### src/rtl/pos_cell_reader_pkg.sv
// pos_pkg: shared types and constants for the cell position reader.
// Holds FSM encoding, memory read latency and skid FIFO geometry.
package pos_pkg;

  typedef enum logic [2:0] {
    IDLE,
    RD_CNT,
    WAIT_CNT,
    STREAM,
    DRAIN,
    FIN
  } state_t;

  localparam int RD_LAT     = 2;
  localparam int FIFO_DEPTH = 4;
  localparam int FIFO_PW    = $clog2(FIFO_DEPTH);
  localparam int FIFO_LW    = FIFO_PW + 1;

endpackage

### src/rtl/pos_cell_reader_if.sv
// pos_cell_reader_if: cell memory port plus position stream handshake.
// master = reader side, slave = memory/consumer side.
interface pos_cell_reader_if #(
  parameter int DATA_WIDTH = 96,
  parameter int ADDR_WIDTH = 8
);
  logic [ADDR_WIDTH-1:0] cell_address;
  logic                  cell_rden;
  logic                  cell_wren;
  logic [DATA_WIDTH-1:0] cell_q;
  logic [DATA_WIDTH-1:0] pos_out;
  logic [ADDR_WIDTH-1:0] pid_out;
  logic                  pos_valid;
  logic                  pos_ready;
  logic                  pos_last;

  modport master (
    output cell_address,
    output cell_rden,
    output cell_wren,
    input  cell_q,
    output pos_out,
    output pid_out,
    output pos_valid,
    input  pos_ready,
    output pos_last
  );

  modport slave (
    input  cell_address,
    input  cell_rden,
    input  cell_wren,
    output cell_q,
    input  pos_out,
    input  pid_out,
    input  pos_valid,
    output pos_ready,
    input  pos_last
  );
endinterface

### src/rtl/pos_skid_fifo.sv
// pos_skid_fifo: 4-deep first-word fall-through FIFO for returned words.
// An empty FIFO passes the incoming word straight to its head.
module pos_skid_fifo
  import pos_pkg::*;
#(
  parameter int W = 104
)(
  input  logic               clk,
  input  logic               rst_n,
  input  logic               in_valid,
  input  logic [W-1:0]       in_data,
  output logic               out_valid,
  output logic [W-1:0]       out_data,
  input  logic               out_ready,
  output logic [FIFO_LW-1:0] level,
  output logic               empty_nxt
);

  logic [W-1:0]       mem [FIFO_DEPTH];
  logic [FIFO_PW-1:0] wr_ptr;
  logic [FIFO_PW-1:0] rd_ptr;
  logic [FIFO_LW-1:0] level_nxt;
  logic               empty;
  logic               push;
  logic               pop;

  always_comb begin
    empty     = (level == '0);
    out_valid = empty ? in_valid : 1'b1;
    out_data  = '0;
    if (out_valid)
      out_data = empty ? in_data : mem[rd_ptr];
    pop       = !empty && out_ready;
    // bypassed word consumed in the same cycle never lands in storage
    push      = in_valid && !(empty && out_ready);
    level_nxt = level + FIFO_LW'(push) - FIFO_LW'(pop);
    empty_nxt = (level_nxt == '0);
  end

  always_ff @(posedge clk or negedge rst_n) begin
    if (!rst_n) begin
      wr_ptr <= '0;
      rd_ptr <= '0;
      level  <= '0;
    end else begin
      level <= level_nxt;
      if (push)
        wr_ptr <= wr_ptr + 1'b1;
      if (pop)
        rd_ptr <= rd_ptr + 1'b1;
    end
  end

  always_ff @(posedge clk) begin
    if (push)
      mem[wr_ptr] <= in_data;
  end

endmodule

### src/rtl/pos_cell_reader.sv
// pos_cell_reader: reads one cell (count + positions) and streams pids.
// Optional macro POS_CELL_COUNT_CLAMP_EN clamps oversize counts.
module pos_cell_reader
  import pos_pkg::*;
#(
  parameter int DATA_WIDTH   = 96,
  parameter int ADDR_WIDTH   = 8,
  parameter int PARTICLE_NUM = 220
)(
  input  logic clk,
  input  logic rst_n,
  input  logic start,
  output logic busy,
  output logic done,
  output logic count_err,
  pos_cell_reader_if.master bus
);

  localparam int DW = DATA_WIDTH;
  localparam int AW = ADDR_WIDTH;
  localparam int FW = DW + AW;
  localparam logic [AW-1:0] CNT_MAX = AW'(PARTICLE_NUM - 1);
`ifdef POS_CELL_COUNT_CLAMP_EN
  localparam bit CLAMP_EN = 1'b1;
`else
  localparam bit CLAMP_EN = 1'b0;
`endif

  state_t state;
  state_t state_nxt;

  logic [AW-1:0]      cnt;
  logic [AW-1:0]      nxt_pid;
  logic [AW-1:0]      addr_q;
  logic [1:0]         wcnt;
  logic [FIFO_LW-1:0] in_flight;
  logic [RD_LAT-1:0]  rv;
  logic [AW-1:0]      rpid [RD_LAT];

  logic               accept;
  logic               issue;
  logic               rd_cnt;
  logic               ret;
  logic               cnt_ld;
  logic               credit_ok;
  logic [FIFO_LW:0]   credit_sum;
  logic [AW-1:0]      cnt_raw;
  logic [AW-1:0]      cnt_new;
  logic               cnt_ovf;

  logic               f_valid;
  logic [FW-1:0]      f_data;
  logic [FIFO_LW-1:0] f_level;
  logic               f_empty_nxt;

  assign ret = rv[RD_LAT-1];

  always_comb begin
    cnt_raw    = bus.cell_q[AW-1:0];
    cnt_ovf    = CLAMP_EN && (cnt_raw > CNT_MAX);
    cnt_new    = cnt_ovf ? CNT_MAX : cnt_raw;
    credit_sum = {1'b0, in_flight} + {1'b0, f_level};
    credit_ok  = credit_sum < (FIFO_LW + 1)'(FIFO_DEPTH);
    accept     = start && (state == IDLE);
    cnt_ld     = (state == WAIT_CNT) && (wcnt == 2'(RD_LAT - 1));
  end

  always_ff @(posedge clk or negedge rst_n) begin
    if (!rst_n)
      state <= IDLE;
    else
      state <= state_nxt;
  end

  always_comb begin
    state_nxt = state;
    unique case (state)
      IDLE:     if (start) state_nxt = RD_CNT;
      RD_CNT:   state_nxt = WAIT_CNT;
      WAIT_CNT:
        if (cnt_ld)
          state_nxt = (cnt_new == '0) ? FIN : STREAM;
      STREAM:
        if (issue && nxt_pid == cnt)
          state_nxt = DRAIN;
      DRAIN:
        if (in_flight == FIFO_LW'(ret) && f_empty_nxt)
          state_nxt = FIN;
      FIN:      state_nxt = IDLE;
      default:  state_nxt = IDLE;
    endcase
  end

  always_comb begin
    rd_cnt           = (state == RD_CNT);
    issue            = (state == STREAM) && credit_ok;
    busy             = (state != IDLE);
    done             = (state == FIN);
    bus.cell_rden    = rd_cnt || issue;
    bus.cell_wren    = 1'b0;
    bus.cell_address = addr_q;
    if (rd_cnt)
      bus.cell_address = '0;
    else if (issue)
      bus.cell_address = nxt_pid;
  end

  always_ff @(posedge clk or negedge rst_n) begin
    if (!rst_n) begin
      cnt       <= '0;
      nxt_pid   <= '0;
      addr_q    <= '0;
      wcnt      <= '0;
      in_flight <= '0;
      count_err <= 1'b0;
    end else begin
      in_flight <= in_flight + FIFO_LW'(issue) - FIFO_LW'(ret);
      if (accept) begin
        count_err <= 1'b0;
        nxt_pid   <= AW'(1);
      end
      if (rd_cnt) begin
        wcnt   <= '0;
        addr_q <= '0;
      end
      if (state == WAIT_CNT)
        wcnt <= wcnt + 1'b1;
      if (cnt_ld) begin
        cnt <= cnt_new;
        if (cnt_ovf)
          count_err <= 1'b1;
      end
      if (issue) begin
        addr_q  <= nxt_pid;
        nxt_pid <= nxt_pid + 1'b1;
      end
    end
  end

  // return pipeline tags each read with its pid until cell_q is valid
  always_ff @(posedge clk or negedge rst_n) begin
    if (!rst_n) begin
      rv <= '0;
      for (int i = 0; i < RD_LAT; i++)
        rpid[i] <= '0;
    end else begin
      rv[0]   <= issue;
      rpid[0] <= nxt_pid;
      for (int i = 1; i < RD_LAT; i++) begin
        rv[i]   <= rv[i-1];
        rpid[i] <= rpid[i-1];
      end
    end
  end

  pos_skid_fifo #(
    .W(FW)
  ) u_fifo (
    .clk       (clk),
    .rst_n     (rst_n),
    .in_valid  (ret),
    .in_data   ({rpid[RD_LAT-1], bus.cell_q}),
    .out_valid (f_valid),
    .out_data  (f_data),
    .out_ready (bus.pos_ready),
    .level     (f_level),
    .empty_nxt (f_empty_nxt)
  );

  always_comb begin
    bus.pos_valid = f_valid;
    bus.pos_out   = f_data[DW-1:0];
    bus.pid_out   = f_data[FW-1:DW];
    bus.pos_last  = f_valid && (f_data[FW-1:DW] == cnt);
  end

endmodule

### src/flat_wrapper.sv
// flat-port wrapper written by rule: the top's interface ports become plain ports
module pos_cell_reader_flat import pos_pkg::*;
#(
  parameter int DATA_WIDTH   = 96,
  parameter int ADDR_WIDTH   = 8,
  parameter int PARTICLE_NUM = 220
)
  (clk, rst_n, start, busy, done, count_err, bus_cell_address, bus_cell_rden, bus_cell_wren, bus_cell_q, bus_pos_out, bus_pid_out, bus_pos_valid, bus_pos_ready, bus_pos_last);
  pos_cell_reader_if #(.DATA_WIDTH(DATA_WIDTH), .ADDR_WIDTH(ADDR_WIDTH)) bus_i ();
  input  logic clk;
  input  logic rst_n;
  input  logic start;
  output logic busy;
  output logic done;
  output logic count_err;
  output wire logic [$bits(bus_i.cell_address)-1:0] bus_cell_address;
  output wire logic [$bits(bus_i.cell_rden)-1:0] bus_cell_rden;
  output wire logic [$bits(bus_i.cell_wren)-1:0] bus_cell_wren;
  input wire logic [$bits(bus_i.cell_q)-1:0] bus_cell_q;
  output wire logic [$bits(bus_i.pos_out)-1:0] bus_pos_out;
  output wire logic [$bits(bus_i.pid_out)-1:0] bus_pid_out;
  output wire logic [$bits(bus_i.pos_valid)-1:0] bus_pos_valid;
  input wire logic [$bits(bus_i.pos_ready)-1:0] bus_pos_ready;
  output wire logic [$bits(bus_i.pos_last)-1:0] bus_pos_last;
  assign bus_cell_address = bus_i.cell_address;
  assign bus_cell_rden = bus_i.cell_rden;
  assign bus_cell_wren = bus_i.cell_wren;
  assign bus_i.cell_q = bus_cell_q;
  assign bus_pos_out = bus_i.pos_out;
  assign bus_pid_out = bus_i.pid_out;
  assign bus_pos_valid = bus_i.pos_valid;
  assign bus_i.pos_ready = bus_pos_ready;
  assign bus_pos_last = bus_i.pos_last;
  pos_cell_reader #(.DATA_WIDTH(DATA_WIDTH), .ADDR_WIDTH(ADDR_WIDTH), .PARTICLE_NUM(PARTICLE_NUM)) u_core (.clk(clk), .rst_n(rst_n), .start(start), .busy(busy), .done(done), .count_err(count_err), .bus(bus_i));
endmodule
### config.mk
export PLATFORM = sky130hd
export DESIGN_NAME = pos_cell_reader_flat
export DESIGN_NICKNAME = d
export VERILOG_FILES = /design/src/rtl/pos_cell_reader_pkg.sv /design/src/rtl/pos_cell_reader_if.sv /design/src/rtl/pos_skid_fifo.sv /design/src/rtl/pos_cell_reader.sv /design/src/flat_wrapper.sv
export SDC_FILE = /design/constraint.sdc
export NUM_CORES = 1
export LEC_CHECK = 0
export CORE_MARGIN = 2
export CORE_UTILIZATION = 50
export DETAILED_ROUTE_END_ITERATION = 8
export HOLD_SLACK_MARGIN = 0.02
export MAX_ROUTING_LAYER = met4
export PLACE_DENSITY = 0.72
export SYNTH_ARGS = -nofsm -noshare
export SYNTH_HDL_FRONTEND = slang
export SYNTH_SLANG_ARGS = --single-unit
### constraint.sdc
create_clock -name clk -period 4.5 [get_ports clk]
set_clock_uncertainty 0.05 [all_clocks]
set_input_delay 1.125 -clock clk [delete_from_list [all_inputs] [get_ports clk]]
set_output_delay 1.125 -clock clk [all_outputs]
set_load 0.005 [all_outputs]
==> Word-level counts from Yosys, hierarchy flattened <==
Memories as Yosys holds them, arrays and structs flattened.
Cells that the tools add are included.
{ "totals": {"elab_cells": 76, "mem_count": 1, "regBits": 57, "ramBits": 416} }
{ "mem_list": {"columns": ["memory", "words", "word_bits", "rd", "rd_ports_with_merged_regs", "wr", "line_no", "text"], "rows": [
  ["u_core.u_fifo.mem", 4, 104, 1, 0, 1, "pos_skid_fifo.sv:19", "logic [W-1:0] mem [FIFO_DEPTH];"]
]} }
{ "op_classes": {"n_eq_ne": 13, "n_reduce_logical": 21, "magnitude_cmp": 1, "mux": 19, "addsub": 9} }
{ "ops": {"columns": ["operator", "count"], "rows": [
  ["104-bit two-way mux", 2],
  ["8-bit two-way mux", 6],
  ["8-bit == test", 2],
  ["3-bit two-way mux", 5],
  ["3-bit one-hot mux with 5 select lines", 1],
  ["1-bit logical AND", 9],
  ["3-bit zero test", 3],
  ["8-bit by 1-bit adder with 8-bit output, second input constant", 1],
  ["8-bit zero test", 1],
  ["2-bit by 1-bit adder with 2-bit output, second input constant", 3],
  ["3-bit by 1-bit adder with 3-bit output", 2],
  ["3-bit by 2-bit == test with 1-bit output, second input constant", 2],
  ["3-bit == test, second input constant", 2],
  ["2-bit by 1-bit inequality test with 1-bit output, second input constant", 3],
  ["2-bit nonzero test", 3],
  ["3-bit by 1-bit subtractor with 3-bit output", 2],
  ["3-bit by 3-bit adder with 4-bit output", 1],
  ["4-bit by 3-bit < comparator with 1-bit output, second input constant", 1],
  ["2-bit two-way mux", 2],
  ["4-bit AND reduction", 1],
  ["3-bit by 1-bit == test with 1-bit output", 1],
  ["3-bit by 1-bit == test with 1-bit output, second input constant", 1],
  ["1-bit two-way mux", 3],
  ["3-bit nonzero test", 1],
  ["other kinds (4)", 5]
]} }

==> Logic depth before layout (Yosys ltp) <==
{ "depth": {"depth_word": 10, "depth_mapped": 12, "mapped_depth_nobuf": 12} }

==> Cells and area by module <==
A second synthesis with hierarchy kept.
{ "unflattened": {"cells_unflattened": 1131, "area_unflattened_um2": 19182.1} }
{ "by_module_without_submodules": {"columns": ["module", "area_each_um2", "cells_each", "n_inst"], "rows": [
  ["pos_skid_fifo", 16871.2, 928, 1],
  ["pos_cell_reader", 2311.0, 203, 1]
]} }

==> Worst setup path before layout <==
OpenSTA, ideal clock, no wires.
{ "synth_path": {"path_kind": "input to register", "from": "input bus_pos_ready", "to": "memory u_core.u_fifo.mem[0][0] (enable)", "required_ns": 3.975, "slack_ns": 0.059, "cell_stages": 2, "arrival_time_ns": 3.917, "setup_time_ns": 0.475, "path_cell_list": "a21boi_1 > and2_1"} }
{ "synth_between": {"elab_chain_cells": 5} }
{ "synth_rtl": {"columns": ["item", "line_no", "text"], "rows": [
  ["from (decl)", "flat_wrapper.sv:23", "input wire logic [$bits(bus_i.pos_ready)-1:0] bus_pos_ready;"],
  ["1-bit logical AND", "pos_skid_fifo.sv:35", "push = in_valid && !(empty && out_ready);"],
  ["1-bit zero test", "pos_skid_fifo.sv:35", null],
  ["1-bit logical AND", "pos_skid_fifo.sv:35", null],
  ["1-bit two-way mux", "pos_skid_fifo.sv:55", "if (push)"],
  ["1-bit two-way mux (implied by the code)", "pos_skid_fifo.sv:56", "mem[wr_ptr] <= in_data;"],
  ["to (decl)", "pos_skid_fifo.sv:19", null]
]} }
Every way passes these cells.

==> Final worst setup path <==
{ "layout_path": {"from": "register u_core.u_fifo.level[2]", "to": "output bus_cell_address[1]"} }
{ "layout_between": {"elab_chain_cells": 5} }
{ "layout_rtl": {"columns": ["item", "line_no", "text"], "rows": [
  ["from (decl)", "pos_skid_fifo.sv:15", "output logic [FIFO_LW-1:0] level,"],
  ["from (signal assigned)", "pos_skid_fifo.sv:46", "level <= level_nxt;"],
  ["3-bit by 3-bit adder with 4-bit output", "pos_cell_reader.sv:62", "credit_sum = {1'b0, in_flight} + {1'b0, f_level};"],
  ["4-bit by 3-bit < comparator with 1-bit output", "pos_cell_reader.sv:63", "credit_ok = credit_sum < (FIFO_LW + 1)'(FIFO_DEPTH);"],
  ["1-bit logical AND", "pos_cell_reader.sv:96", "issue = (state == STREAM) && credit_ok;"],
  ["8-bit two-way mux", "pos_cell_reader.sv:104", "else if (issue)"],
  ["8-bit two-way mux", "pos_cell_reader.sv:102", "if (rd_cnt)"],
  ["to (decl)", "flat_wrapper.sv:16", "output wire logic [$bits(bus_i.cell_address)-1:0] bus_cell_address;"]
]} }
Every way passes these cells.

==> reports/qor.yml <==
fin_ws_ps: 196
vias: 10717
dpl_worst_slack_ps: 650
synth_seq_area_share_pct: 72.8
grt_usage_pct: 21.5
initial_core_util_pct: 50.8
dp.cells: 1843
grt_pass1_vias: 11007
grt_setup_unrepaired: "false"
finalPower_mw: 14.5
critical_path.max_fanout: 18
finalNonFillerCells: 1924
viasPerCell: 5.57
grt_pass1_wl_um: 62600
min_period_ps: 4300
place_area_um2: 22000
area_delta_synth_final_pct: 22.1
clk_pin_slew_ps: 60
finalSetupViolCount: 0
ios: 219
die_y_um: 200
status: "complete, no violations"
ys_types: 46
ys_ff_latch: 473
finalInstanceArea_um2: 23400
ir_drop_mv: 0.354
final_nets: 1495
worstMarginPinSlew_ps: 809
endpoint_kind: "output pin"
syn-cell-area_um2: 19100
arrival_ps: 3130
drc: 0
wirelength_um: 41100
core_area_um2: 37700
drtIter0Drc: 769
root_buffer: "clkbuf_16"
syn-instance-count: 1155
gp_congestion: 0.816
synth-async-reset-ratio_pct: 12.1
place_hpwl_um: 24400
cp.required_ps: 3320
utilization_pct: 62.0
dieArea_um2: 39800
power.density_nw_per_um2: 620
diodes: 0
synthFlopType: "edfxtp_1"
finalHoldViolCount: 0
critPathKind: "reg -> out"
cp_top_family: "buffers and inverters"
synth-edff-count: 416
cts_tree: "built"
insertion_delay_ps: 540
chipWidth_um: 200
avgSynthCellArea_um2: 16.6
numCtsBuffers: 47
post_drt_wl_per_cell_um: 21.4
critPathMostFrequentCell: "nand2_1"
worstPathCellList: "ha_1 > or3_1 > a311o_1 > inv_4 > nand2_1 > nand2_1 > clkdlybuf4s50_1"
cts_max_path_buffers: 3
critPathBufInv: 2
relSlewSlack_pct: 46.0
fin_tns_setup_ps: 0
rows: 71
hold_class: "reg -> reg"
port_buffers: 216
htree_num_levels: 2
grt_max_degree: 71
slowest_delay_ps: 510
drive_gt1_share_pct: 15.0
cts.sinks: 473
critPathSlowestCell: "a311o_1"
p_leak_nw: 8.27
fmax_ghz: 0.232
antenna_found_initial: 0
start_kind: "flip-flop"
post-route-period-util_pct: 95.6
slew_violations: 0
grt-ovfl-total: 0
hold_ws_ps: 296
ant_nets: 0
max-cap-violations: 0
drtPass1Iterations: 5
ys.warnings.count: 0
area by class of cell:
type	instances	area, µm²
clock inverters	18	87.6
well taps	511	639
flip-flops and latches	473	13900
fillers	2813	14300
repair buffers	245	2500
clock buffers	63	1260
inverters	17	66.3
multi-input cells	597	4870
layout by cell type, fill, tap and decap left out, types with 2 or more instances in the layout:
| cell | count |
|---|---|
| nand3b_1 | 2 |
| xnor2_1 | 21 |
| o22ai_1 | 2 |
| clkbuf_16 | 47 |
| mux2_2 | 6 |
| buf_4 | 19 |
| o21ai_1 | 3 |
| a22o_1 | 2 |
| nor3_1 | 4 |
| mux2i_1 | 3 |
| clkinv_1 | 7 |
| ha_1 | 12 |
| and3_1 | 3 |
| mux4_2 | 104 |
| xor2_1 | 4 |
| a221oi_1 | 2 |
| clkbuf_1 | 14 |
| nand2_1 | 247 |
| dfrtp_1 | 54 |
| nand4_1 | 4 |
| nor2b_1 | 2 |
| nor4_1 | 5 |
| clkbuf_8 | 2 |
| clkinv_2 | 9 |
| nor2_1 | 8 |
| conb_1 | 2 |
| o21ai_0 | 16 |
| and2_4 | 4 |
| inv_1 | 16 |
| dfrtp_4 | 3 |
| fa_1 | 2 |
| a21oi_1 | 9 |
| clkdlybuf4s50_1 | 215 |
| buf_12 | 10 |
| edfxtp_1 | 416 |
| nand3_1 | 115 |
cells in the mapped netlist (2+ instances only):
| cell type | number | area [µm²] |
|---|---|---|
| a21oi_1 | 9 | 45.0 |
| xnor2_1 | 21 | 184 |
| fa_1 | 2 | 40.0 |
| buf_1 | 7 | 26.3 |
| nand3_1 | 115 | 576 |
| nor4_1 | 5 | 31.3 |
| nand4_1 | 4 | 25.0 |
| o21ai_0 | 16 | 80.1 |
| nand3b_1 | 2 | 15.0 |
| and3_1 | 3 | 18.8 |
| inv_1 | 16 | 60.1 |
| mux2i_1 | 3 | 30.0 |
| or3_1 | 2 | 12.5 |
| buf_2 | 16 | 80.1 |
| mux2_2 | 6 | 67.6 |
| dfrtp_1 | 57 | 1430 |
| o22ai_1 | 2 | 12.5 |
| nor2b_1 | 2 | 12.5 |
| xor2_1 | 4 | 35.0 |
| nand2_1 | 247 | 927 |
| o21ai_1 | 3 | 15.0 |
| nor2_1 | 8 | 30.0 |
| buf_4 | 5 | 37.5 |
| and2_1 | 5 | 31.3 |
| edfxtp_1 | 416 | 12500 |
| mux4_2 | 104 | 2340 |
| clkbuf_1 | 40 | 150 |
| a22o_1 | 2 | 17.5 |
| nor3_1 | 4 | 20.0 |
| ha_1 | 12 | 150 |
| a221oi_1 | 2 | 17.5 |
cells by family after synthesis:
| logic type | Yosys count | share of synthesized area [%] |
|---|---|---|
| flip-flops | 473 | 72.8 |
| AND/OR/NAND/NOR | 402 | 9.12 |
| multiplexers | 113 | 12.8 |
| buffers and inverters | 86 | 1.93 |
| AO/OA/AOI/OAI | 41 | 1.28 |
| XOR/XNOR | 25 | 1.14 |
| adder cells (fa/ha/maj) | 14 | 0.994 |
| other | 1 | 0.0196 |
per-layer routing:
| layer | track usage (%) | part of all wire, % |
|---|---|---|
| met5 | - | 0 |
| met4 | 6.61 | 2.6 |
| met3 | 3.19 | 5.3 |
| met2 | 34.1 | 49 |
| met1 | 29.2 | 43 |
flip-flops by register name (all words and copies together), names as in the netlist, 3 cells and up:
register,cells
u_core.in_flight,3
u_core.u_fifo.level,3
u_core.state,3
u_core.cnt,8
u_core.nxt_pid,8
u_core.addr_q,8
u_core.u_fifo.mem,416
u_core.rpid,16
final timing paths:
path,startpoint,endpoint,slack [ps],depth (start not counted)
worst min-delay path,u_core.rv[0],u_core.rv[1],300,0
worst min register to register,u_core.rv[0],u_core.rv[1],300,0
worst max-delay path,u_core.u_fifo.level[2],bus_cell_address[1],200,7
max in group asynchronous,rst_n,u_core.rv[1],3070,2
min in group asynchronous,rst_n,u_core.u_fifo.wr_ptr[1],620,1
worst max register to register,u_core.u_fifo.level[0],u_core.state[0],1090,11
where the power goes:
part	total [mW]	switching [mW]	internal, mW
Combinational	5.29	2.47	2.82
Sequential	5.70	0.397	5.30
Clock	3.49	1.54	1.95
what timing repair did:
action,4_1_cts,5_1_grt
buffers inserted,0,0
resized for setup,0,1
hold buffers,0,0
endpoints found under the setup margin,0,4
Note: power is estimated with default switching activity, not from simulation.
